$ cat src/rtl/sp_capture_pkg.sv
`default_nettype none
// ============================================================================
// Module      : sp_capture_pkg
// Description : Shared state encoding and mode constants for the spectrum
//               snapshot capture controller.
// Revision    : 1.0 - initial release
// ============================================================================
package sp_capture_pkg;

    typedef enum logic [1:0] {
        ST_IDLE       = 2'd0,
        ST_WAIT_EMPTY = 2'd1,
        ST_FILL       = 2'd2,
        ST_READY      = 2'd3
    } sp_cap_state_t;

    localparam logic SP_MODE_ONESHOT = 1'b0;
    localparam logic SP_MODE_CONT    = 1'b1;

endpackage
`default_nettype wire

$ cat src/rtl/sp_decim_counter.sv
`default_nettype none
// ============================================================================
// Module      : sp_decim_counter
// Description : 8-bit phase counter; fire marks every (decim+1)-th tick.
// Revision    : 1.0 - initial release
// ============================================================================
module sp_decim_counter (
    input  logic       clk,
    input  logic       reset,
    input  logic       clear,
    input  logic       tick,
    input  logic [7:0] decim,
    output logic       fire
);

    logic [7:0] r_phase;

    // >= keeps the counter from running past a decim that shrank mid-burst
    assign fire = tick & (r_phase >= decim);

    always_ff @(posedge clk) begin
        if (reset || clear) begin
            r_phase <= 8'd0;
        end else if (tick) begin
            r_phase <= fire ? 8'd0 : r_phase + 8'd1;
        end
    end

endmodule
`default_nettype wire

$ cat src/rtl/sp_capture_ctrl.sv
`default_nettype none
// ============================================================================
// Module      : sp_capture_ctrl
// Description : Gates one selected sample channel into the SP_fifo in bursts
//               of exactly DEPTH samples, one-shot or continuous.
//               Optional decimator enabled by defining SP_CAPTURE_DECIM_EN.
// Revision    : 1.0 - initial release
// ============================================================================
module sp_capture_ctrl
    import sp_capture_pkg::*;
#(
    parameter  int DEPTH = 16384,
    parameter  int NCH   = 2,
    parameter  int CW    = $clog2(DEPTH + 1),
    localparam int CHW   = (NCH > 1) ? $clog2(NCH) : 1
) (
    input  logic           clk,
    input  logic           reset,
    input  logic           mode,
    input  logic           arm,
    input  logic [CHW-1:0] ch_sel,
    input  logic [NCH-1:0] sample_valid,
    input  logic           sp_fifo_wrempty,
    input  logic           sp_fifo_wrfull,
`ifdef SP_CAPTURE_DECIM_EN
    input  logic [7:0]     decim,
`endif
    output logic           write,
    output logic [CHW-1:0] wr_ch,
    output logic           have_sp_data,
    output logic           busy,
    output logic [CW-1:0]  count,
    output logic           overrun
);

    localparam logic [CW-1:0] c_depth = CW'(DEPTH);
    localparam logic [CW-1:0] c_last  = CW'(DEPTH - 1);

    sp_cap_state_t  r_state;
    sp_cap_state_t  w_state_nxt;
    logic [CW-1:0]  r_count;
    logic [CHW-1:0] r_wr_ch;
    logic           r_overrun;

    logic w_sel_valid;
    logic w_room;
    logic w_start;
    logic w_tick;
    logic w_fire;
    logic w_write;
    logic w_overrun_set;

    always_comb begin
        w_sel_valid = 1'b0;
        for (int i = 0; i < NCH; i++) begin
            if (r_wr_ch == CHW'(i)) begin
                w_sel_valid = sample_valid[i];
            end
        end
    end

    assign w_room        = (r_count < c_depth);
    assign w_start       = (r_state == ST_WAIT_EMPTY) & sp_fifo_wrempty;
    assign w_tick        = (r_state == ST_FILL) & w_sel_valid & w_room
                           & ~sp_fifo_wrfull & ~reset;
    assign w_write       = w_tick & w_fire;
    // a full FIFO with the burst unfinished means samples were lost
    assign w_overrun_set = (r_state == ST_FILL) & sp_fifo_wrfull & w_room;

`ifdef SP_CAPTURE_DECIM_EN
    sp_decim_counter u_decim (
        .clk   (clk),
        .reset (reset),
        .clear (w_start),
        .tick  (w_tick),
        .decim (decim),
        .fire  (w_fire)
    );
`else
    assign w_fire = 1'b1;
`endif

    always_comb begin
        w_state_nxt = r_state;
        case (r_state)
            ST_IDLE: begin
                if ((mode == SP_MODE_CONT) || arm) w_state_nxt = ST_WAIT_EMPTY;
            end
            ST_WAIT_EMPTY: begin
                if (sp_fifo_wrempty) w_state_nxt = ST_FILL;
            end
            ST_FILL: begin
                if (sp_fifo_wrfull || !w_room || (w_write && (r_count == c_last)))
                    w_state_nxt = ST_READY;
            end
            ST_READY: begin
                if (arm || ((mode == SP_MODE_CONT) && sp_fifo_wrempty))
                    w_state_nxt = ST_WAIT_EMPTY;
            end
            default: w_state_nxt = ST_IDLE;
        endcase
    end

    always_ff @(posedge clk) begin
        if (reset) begin
            r_state   <= ST_IDLE;
            r_count   <= '0;
            r_wr_ch   <= '0;
            r_overrun <= 1'b0;
        end else begin
            r_state <= w_state_nxt;
            if (w_start) begin
                r_count <= '0;
                r_wr_ch <= ch_sel;
            end else if (w_write) begin
                r_count <= r_count + CW'(1);
            end
            if (w_overrun_set) begin
                r_overrun <= 1'b1;
            end else if (arm) begin
                r_overrun <= 1'b0;
            end
        end
    end

    assign write        = w_write;
    assign wr_ch        = r_wr_ch;
    assign have_sp_data = (r_state == ST_READY);
    assign busy         = (r_state == ST_WAIT_EMPTY) | (r_state == ST_FILL);
    assign count        = r_count;
    assign overrun      = r_overrun;

endmodule
`default_nettype wire

$ cat config.mk
export PLATFORM = sky130hd
export DESIGN_NAME = sp_capture_ctrl
export DESIGN_NICKNAME = d
export VERILOG_FILES = /design/src/rtl/sp_capture_pkg.sv /design/src/rtl/sp_decim_counter.sv /design/src/rtl/sp_capture_ctrl.sv
export SDC_FILE = /design/constraint.sdc
export NUM_CORES = 1
export LEC_CHECK = 0
export ABC_CLOCK_PERIOD_IN_PS = 5400
export BUFFER_PORTS_ARGS = -buffer_cell sky130_fd_sc_hd__buf_2
export CAP_MARGIN = 20
export CORE_UTILIZATION = 41
export CTS_BUF_LIST = sky130_fd_sc_hd__clkbuf_8
export CTS_CLUSTER_SIZE = 30
export DETAILED_ROUTE_END_ITERATION = 10
export GPL_TIMING_DRIVEN = 0
export PLACE_DENSITY_LB_ADDON = 0.25
export SETUP_SLACK_MARGIN = 0.4
export SYNTH_ARGS = -nofsm -noshare
export SYNTH_HDL_FRONTEND = slang
export SYNTH_SLANG_ARGS = --single-unit
$ cat constraint.sdc
create_clock -name clk -period 5.4 [get_ports clk]
set_clock_uncertainty 0.1 [all_clocks]
set_input_delay 0.54 -clock clk [delete_from_list [all_inputs] [get_ports clk]]
set_output_delay 0.54 -clock clk [all_outputs]
set_load 0.005 [all_outputs]
=== Word level (Yosys, flattened, before mapping) ===
Index checks and enable logic that the tools add are counted.

* Input port bits: 9
* Output and inout bits: 20
* Bits in registers: 19

* Multiplexer cells: 8
* $add $sub $neg: 1
* Equal/unequal tests: 8
* Bitwise logic cells: 10
* $lt $le $gt $ge: 1
* Reductions and logical operators: 11

{| class="wikitable"
|+ Operators by type and width
! operator !! count
|-
| $add 15x1->15 const B || 1
|-
| $eq 15x14->1 const B || 1
|-
| $lt 15x15->1 const B || 1
|-
| $mux 2 || 4
|-
| $pmux 2 s4 || 1
|-
| $and 1x1->1 || 7
|-
| $eq 2x2->1 const B || 2
|-
| $logic_or 1x1->1 || 4
|-
| $ne 2x1->1 const B || 2
|-
| $ne 2x2->1 const B || 2
|-
| $reduce_and 4->1 || 1
|-
| $mux 1 || 3
|-
| $eq 2x1->1 const B || 1
|-
| $logic_and 1x1->1 || 2
|-
| $logic_not 2->1 || 1
|-
| $not 1->1 || 2
|-
| $reduce_bool 2->1 || 1
|-
| $reduce_or 2->1 || 1
|-
| $logic_not 1->1 || 1
|-
| $or 1x1->1 || 1
|}

=== Logic depth before layout (Yosys ltp) ===
Gate-level depths: netlist of the first run.

* Depth after elaboration: 9
* Depth in mapped cells: 7
* Depth with buffers taken out: 7

=== Worst setup path before layout of the first run ===
No wires, ideal clock.

* Kind: register to register
* From: reg r_state[0]
* To: reg r_count[12] (netlist: count[12])
* Period minus slack after synthesis: 1.901 ns
* Stages on the path, launching flop included: 8
* Arrival time: 1.673 ns
* Data required time: 5.172 ns
* Library setup time: 0.128 ns
* Slack: 3.499 ns
* Cell sequence: dfxtp_1 -> inv_1 -> ha_1 -> or3b_4 -> nor4_4 -> nand4_1 -> xor2_1 -> nor2_1

* Longest elaborated chain between the ends: 5
* Elaborated cells between the ends (all ways): 8
* Classes of those cells: eq/ne (2); bitwise (5); reduce/logical (1)

{| class="wikitable"
|+ RTL lines
! element !! RTL line !! source
|-
| start, declared || sp_capture_ctrl.sv:39 || <nowiki>sp_cap_state_t r_state;</nowiki>
|-
| start signal, assigned || sp_capture_ctrl.sv:111 || <nowiki>r_state <= w_state_nxt;</nowiki>
|-
| $eq 2x2->1 || sp_capture_ctrl.sv:64 || <nowiki>assign w_tick = (r_state == ST_FILL) & w_sel_valid & w_room</nowiki>
|-
| $and 1x1->1 (2 in series) || sp_capture_ctrl.sv:64 ||
|-
| $and 1x1->1 (2 in series) || sp_capture_ctrl.sv:65 || <nowiki>& ~sp_fifo_wrfull & ~reset;</nowiki>
|-
| end signal, assigned || sp_capture_ctrl.sv:116 || <nowiki>r_count <= r_count + CW'(1);</nowiki>
|-
| end, declared || sp_capture_ctrl.sv:41 || <nowiki>logic [CW-1:0] r_count;</nowiki>
|}

Several ways; a longest one is shown, not always the timed one.
A chain may end at the register's enable or synchronous reset.

=== Worst setup path in the final report of the first run ===
* From: reg r_state[0]
* To: out write

* Longest elaborated chain between the ends: 5

{| class="wikitable"
|+ RTL lines
! element !! RTL line !! source
|-
| $eq 2x2->1 || sp_capture_ctrl.sv:64 ||
|-
| $and 1x1->1 (2 in series) || sp_capture_ctrl.sv:64 ||
|-
| $and 1x1->1 (2 in series) || sp_capture_ctrl.sv:65 ||
|-
| end, declared || sp_capture_ctrl.sv:28 || <nowiki>output logic write,</nowiki>
|}

Every way passes these cells.

==> key figures, run 1 <==
Min path
  – Hold Crit Class: register to register
  – Worst hold start: wr_ch

Setup path
  – Crit Path Class: register to output pin
  – Critical R2R Capture: count[12]
  – RR Startpoint: r_state[0]
  – Endpoint class of the critical path: output pin
  – Worst R2R Setup Slack: 3.28 ns
  – Max FO, Critical Path: 5
  – Worst setup endpoint: write
  – Crit path DAT: 1.74 ns
  – Required time of the worst setup path: 4.76 ns
  – Critical Path Max Stage Delay: 0.44 ns
  – Startpoint types: register
  – Critical Path Start: r_state[0]
  – Worst-case reg-to-reg path depth: 7
  – Slowest stage cell on the critical path: or3b_4
  – Critical-path cell list: inv_1 -> ha_1 -> or3b_4 -> nor3_4 -> buf_2

Timing
  – Final period utilization: 44.1%
  – Tmin final: 2.38 ns
  – Max-slew violations: 0
  – Worst slew pin tran: 0.503 ns
  – Worst rel slew slack: 65.8%
  – Max frequency: 0.420 GHz
  – Setup ws final: 3.02 ns
  – Unrepaired setup endpoints after global routing: false
  – Hold slack final: 0.402 ns
  – Hold Vio Cnt, Final: 0
  – Setup TNS: 0 ns
  – Setup-failing EPs final: 0

Die
  – Die Area: 2480 um^2
  – Die Wd: 49.8 um
  – # rows: 16
  – # IOs: 29
  – Core area: 2060 um^2
  – DIE HEIGHT: 49.8 um
  – Initial Util: 45.5%

Yosys
  – Register area share after synthesis: 40.5%
  – Synth cell types: 29
  – Yosys reg bits: 19
  – Synth Net Count: 114
  – Mapped Area: 938 um^2
  – FFs w/ async S/R, synth: 0%
  – Yosys top cell by area: dfxtp_1
  – Synth warn: 0
  – Top-area cell type share of the netlist area: 40.5%
  – Syn avg cell area: 9.38 um^2
  – Ys flop type: dfxtp_1
  – Area contributors post-synth: dfxtp_1 (41%), xor2_1 (10%), nor2_1 (7.2%)
  – Syn Inst Count: 100
  – Post-synth EDFFs: 0

Clocking
  – Worst skew pair latency: 0.25 ns
  – CTS sink cnt: 19
  – Post-CTS Hold Fix Bufs: 0
  – Cts bufs inserted: 3
  – CTS tree: built
  – Resize count post-CTS: 0
  – Clk buf depth: 2
  – H-tree Lvls: 1
  – Root Buffer: clkbuf_8
  – Setup bufs post-CTS: 0
  – Clock transition at the registers of the reported paths: 0.07 ns

Detailed routing
  – Antenna-violating nets left: 0
  – Metal2 WL: 978 um
  – 1st-iter DRT viols: 7
  – Met1 WL: 889 um
  – WL/cell: 12.4 um
  – Remaining routing DRC violations: 0
  – Met3 WL: 84 um
  – DR pass1 iterations: 4
  – Via/cell ratio: 5.13
  – Max layer used: met3
  – WL final: 1.95 mm
  – Vias: 810

Final layout
  – Layout area overhead: 22.9%
  – Fin util: 55.9%
  – Fin area: 1150 um^2
  – Register area: 380 um^2
  – Multi-input logic area: 527 um^2
  – Fin cells: 158
  – Nets@finish: 146
  – Inserted Diodes: 0
  – Layout cells sized above 1: 29.0%
  – Final-layout fill cell count: 188

Placed design
  – Cell total after placement: 154
  – Detail Placement HPWL: 1.48 mm
  – Number of buffers added on ports: 27
  – Placer Congestion: 0.715
  – Area post-placement: 1110 um^2
  – Pre-CTS setup slack: 3.22 ns

Pwr
  – Sw Pwr: 0.0992 mW
  – Flop pwr share: 46.8%
  – LEAKAGE: 0.521 nW
  – Sw Ratio: 29.8%
  – Power Dens Cells: 288 nW/um^2
  – Peak supply drop: 0.000168 V
  – Internal: 0.233 mW
  – Combinational share of power: 23.4%
  – Design Power: 0.332 mW
  – Clock share of power: 29.9%

Global routing
  – Largest net degree at the start of global routing: 12
  – GRT Total Usage: 16.8%
  – Total grt overflow: 0
  – Vias in the first global route: 769
  – First-pass GRT wire length: 3.30 mm
  – Initial antenna violation count: 0

Flow run
  – Max-cap violations: 0

Status
  – Outcome: finished clean
-- synth_stat cells (all sizes together), types with 3 or more instances --
| master | instances |
|---|---|
| ha | 5 |
| nand4 | 4 |
| nor2 | 18 |
| nand3 | 6 |
| inv | 4 |
| and3 | 3 |
| dfxtp | 19 |
| xor2 | 11 |
| nand2 | 6 |
-- layer usage --
layer  vias to the layer above  global-route usage [%]
li1                        405                       -
met1                       388                    20.4
met2                        17                    30.4
met3                         0                    1.85
met4                         0                    5.71
met5                         -                       0
-- area by class of cell --
| class | instances | area share [%] |
|---|---|---|
| clock inverter | 1 | 0.434 |
| clock buffer | 3 | 3.58 |
| multi-input combinational | 74 | 45.7 |
| buffer | 3 | 1.41 |
| sequential | 19 | 33.0 |
| inverter | 4 | 1.30 |
| timing repair buffer | 27 | 11.7 |
| tap | 27 | 2.93 |
-- state kept, by name, summed over array words and instances, names as in the netlist --
signal,cells
wr_ch,1
r_state,2
overrun,1
count,15
-- cells in the final DEF (no fill, tap or decap), types with 3 or more instances in the layout --
| cell | Yosys | routed |
|---|---|---|
| and3_1 | 3 | 3 |
| inv_1 | 4 | 4 |
| nand3_1 | 6 | 6 |
| clkbuf_8 | 0 | 3 |
| nor2_1 | 18 | 18 |
| buf_2 | 1 | 28 |
| ha_1 | 5 | 5 |
| xor2_1 | 11 | 11 |
| nand2_1 | 6 | 6 |
| dfxtp_1 | 19 | 19 |
| nand4_1 | 4 | 4 |
-- worst max-delay path, delay by kind of cell, from the launching register on --
kind / cells / cell delay (ns)
and+or+nand+nor: 2 / 0.72
DFF: 1 / 0.33
buffers and inverters: 2 / 0.27
adders and majority gates: 1 / 0.16
-- how the worst min path moves through the flow --
stage,depth (start not counted),slack [ns],end
2_1_floorplan,2,0.38,overrun
3_3_place_gp,2,0.39,overrun
3_5_place_dp,2,0.39,overrun
4_1_cts,2,0.40,wr_ch
5_1_grt,2,0.42,wr_ch
6_report,2,0.40,wr_ch
-- cell families after synthesis --
group	Yosys count	synth area share [%]
flops	19	40.5
simple gates	45	28.1
xor+xnor	13	12.1
fa+ha+maj	5	6.67
buf+inv	7	3.33
mux	2	2.53
compound gates	9	6.67
-- power groups by stage --
stage	Combinational [mW]	Clock, mW	Sequential, mW
final	0.0776	0.0993	0.155
after global routing	0.0876	0.107	0.157
after CTS	0.0783	0.0996	0.155
after detailed placement	0.0780	0	0.158
after global placement	0.0764	0	0.158
after floorplan	0.0559	0	0.157
No activity file was read; power rests on OpenSTA's default activity.
==> inputs of run 2 (changes only) <==
--- a/config.mk
+++ b/config.mk
@@ -5,7 +5,7 @@
 export SDC_FILE = /design/constraint.sdc
 export NUM_CORES = 1
 export LEC_CHECK = 0
-export ABC_CLOCK_PERIOD_IN_PS = 5400
+export ABC_CLOCK_PERIOD_IN_PS = 2300
 export BUFFER_PORTS_ARGS = -buffer_cell sky130_fd_sc_hd__buf_2
 export CAP_MARGIN = 20
 export CORE_UTILIZATION = 41
==> constraint.sdc (replaced) <==
create_clock -name clk -period 2.3 [get_ports clk]
set_clock_uncertainty 0.1 [all_clocks]
set_input_delay 0.23 -clock clk [delete_from_list [all_inputs] [get_ports clk]]
set_output_delay 0.23 -clock clk [all_outputs]
set_load 0.005 [all_outputs]
==> run 2 against run 1 <==
- largest power group unchanged
- non-clock buffer count rose by 7
- sequential power grew 140%
- critical path type unchanged
- largest cell class unchanged
- clock power grew 140%
- cell count grew 4.4%
- combinational power grew to 3.0 times the previous value
==> key figures, run 2 (synthesis gave the netlist of run 1 again) <==
Global routing
  – Vias in the first global route: 807
  – Initial antenna violation count: 0
  – First-pass GRT wire length: 3.44 mm
  – Largest net degree at the start of global routing: 12
  – GRT Total Usage: 18.3%
  – Total grt overflow: 0

Final layout
  – Inserted Diodes: 0
  – Max FFs per register: 15
  – Layout cells sized above 1: 39.9%
  – Layout area overhead: 32.3%
  – Final-layout fill cell count: 195
  – Commonest cells after routing, fill and taps aside: buf_2 (28), nor2_1 (18), xor2_1 (11), dfxtp_1 (11), dfxtp_2 (8)
  – Nets@finish: 153
  – Fin util: 60.2%
  – Multi-input logic area: 548 um^2
  – Fin cells: 165
  – Fin area: 1240 um^2
  – Commonest non-fill, non-tap cell in the layout: buf_2
  – Register area: 390 um^2

Die
  – DIE HEIGHT: 49.8 um
  – Die Wd: 49.8 um
  – Core area: 2060 um^2
  – Initial Util: 45.5%
  – Die Area: 2480 um^2
  – # IOs: 29
  – # rows: 16

Detailed routing
  – Remaining routing DRC violations: 0
  – DR pass1 iterations: 4
  – Vias: 855
  – WL/cell: 12.3 um
  – WL final: 2.03 mm
  – Antenna-violating nets left: 0
  – Met1 WL: 863 um
  – Met3 WL: 77 um
  – Max layer used: met4
  – 1st-iter DRT viols: 5
  – Metal2 WL: 1.06 mm
  – Via/cell ratio: 5.18

Setup path
  – Critical R2R Capture: count[3]
  – Critical Path Start: r_state[0]
  – Slowest stage cell on the critical path: or3b_4
  – RR Startpoint: r_state[0]
  – Critical Path Max Stage Delay: 0.42 ns
  – Worst-case reg-to-reg path depth: 9
  – Worst R2R Setup Slack: 0.42 ns
  – Crit Path Class: register to output pin
  – Crit path buffers/inverters: 3
  – Endpoint class of the critical path: output pin
  – Critical path depth: 6
  – Max FO, Critical Path: 4
  – Required time of the worst setup path: 1.97 ns
  – Startpoint types: register
  – Crit path DAT: 1.59 ns
  – Family with the most delay on the worst path: simple AND/OR/NAND/NOR gates
  – Critical-path cell list: inv_2 -> ha_4 -> or3b_4 -> buf_6 -> nor3_4 -> buf_2
  – Worst setup endpoint: write

Clocking
  – Clock transition at the registers of the reported paths: 0.07 ns
  – H-tree Lvls: 1
  – CTS sink cnt: 19
  – Worst skew pair latency: 0.26 ns
  – Cts bufs inserted: 3
  – Clk buf depth: 2
  – CTS tree: built
  – Root Buffer: clkbuf_8

Timing
  – Final period utilization: 83.4%
  – Worst rel slew slack: 70.5%
  – Setup ws final: 0.383 ns
  – Unrepaired setup endpoints after global routing: true
  – Max-slew violations: 0
  – Max frequency: 0.522 GHz
  – Setup-failing EPs final: 0
  – Hold Vio Cnt, Final: 0
  – Tmin final: 1.92 ns
  – Hold slack final: 0.123 ns
  – Worst slew pin tran: 0.443 ns
  – Setup TNS: 0 ns

Pwr
  – Sw Ratio: 30.1%
  – Design Power: 0.840 mW
  – Sw Pwr: 0.253 mW
  – Power Dens Cells: 677 nW/um^2
  – Combinational share of power: 28.1%
  – Flop pwr share: 44.1%
  – Peak supply drop: 0.000529 V
  – Internal: 0.587 mW
  – LEAKAGE: 0.560 nW
  – Clock share of power: 27.8%

Placed design
  – Cell total after placement: 154
  – Area post-placement: 1110 um^2
  – Placer Congestion: 0.733
  – Pre-CTS setup slack: 0.265 ns
  – Number of buffers added on ports: 27
  – Detail Placement HPWL: 1.48 mm

Min path
  – Hold Crit Class: primary input to register

Status
  – Outcome: finished clean

Flow run
  – Max-cap violations: 0
==> run 2: cell types whose count changed in the layout (fill, tap and decap cells not counted), sizes merged <==
cell,delta
buf,+7
==> run 2: power groups by stage <==
stage / registers, mW / clock network (mW) / logic [mW]
floorplan: 0.369 / 0 / 0.131
global placement: 0.373 / 0 / 0.176
detailed placement: 0.372 / 0 / 0.183
CTS: 0.369 / 0.238 / 0.217
global route: 0.372 / 0.260 / 0.263
finish: 0.370 / 0.234 / 0.236
==> run 2: worst min-delay path, stage by stage <==
cell	delay, ns
buf_2	0.10
nand3_1	0.05
a21oi_1	0.05
==> run 2: layout make-up <==
type | count | area share [%]
Clock inverter | 1 | 0.403
Buffer | 3 | 1.31
Inverter | 4 | 1.21
Tap cell | 27 | 2.72
Timing Repair Buffer | 34 | 15.4
Clock buffer | 3 | 3.33
Sequential cell | 19 | 31.5
Multi-Input combinational cell | 74 | 44.2
==> run 2: worst min path at each step <==
stage | from | endpoint | cells after the start
finish | ch_sel | wr_ch | 3
global route | ch_sel | wr_ch | 3
CTS | ch_sel | wr_ch | 3
detailed placement | wr_ch | wr_ch | 2
global placement | wr_ch | wr_ch | 2
floorplan | ch_sel | wr_ch | 2
==> run 2: timing repair <==
item,4_1_cts,5_1_grt
pin swaps,6,2
hold buffers,0,0
endpoints found under the hold margin,0,0
buffers inserted,5,2
setup endpoints to repair,11,10
resized for setup,5,8
==> run 2: metal layers <==
metal  up-vias  track usage [%]
met4         0             5.71
met1       410             20.5
met3         4             6.48
met2        17             32.0
met5         -                0
li1        424                -
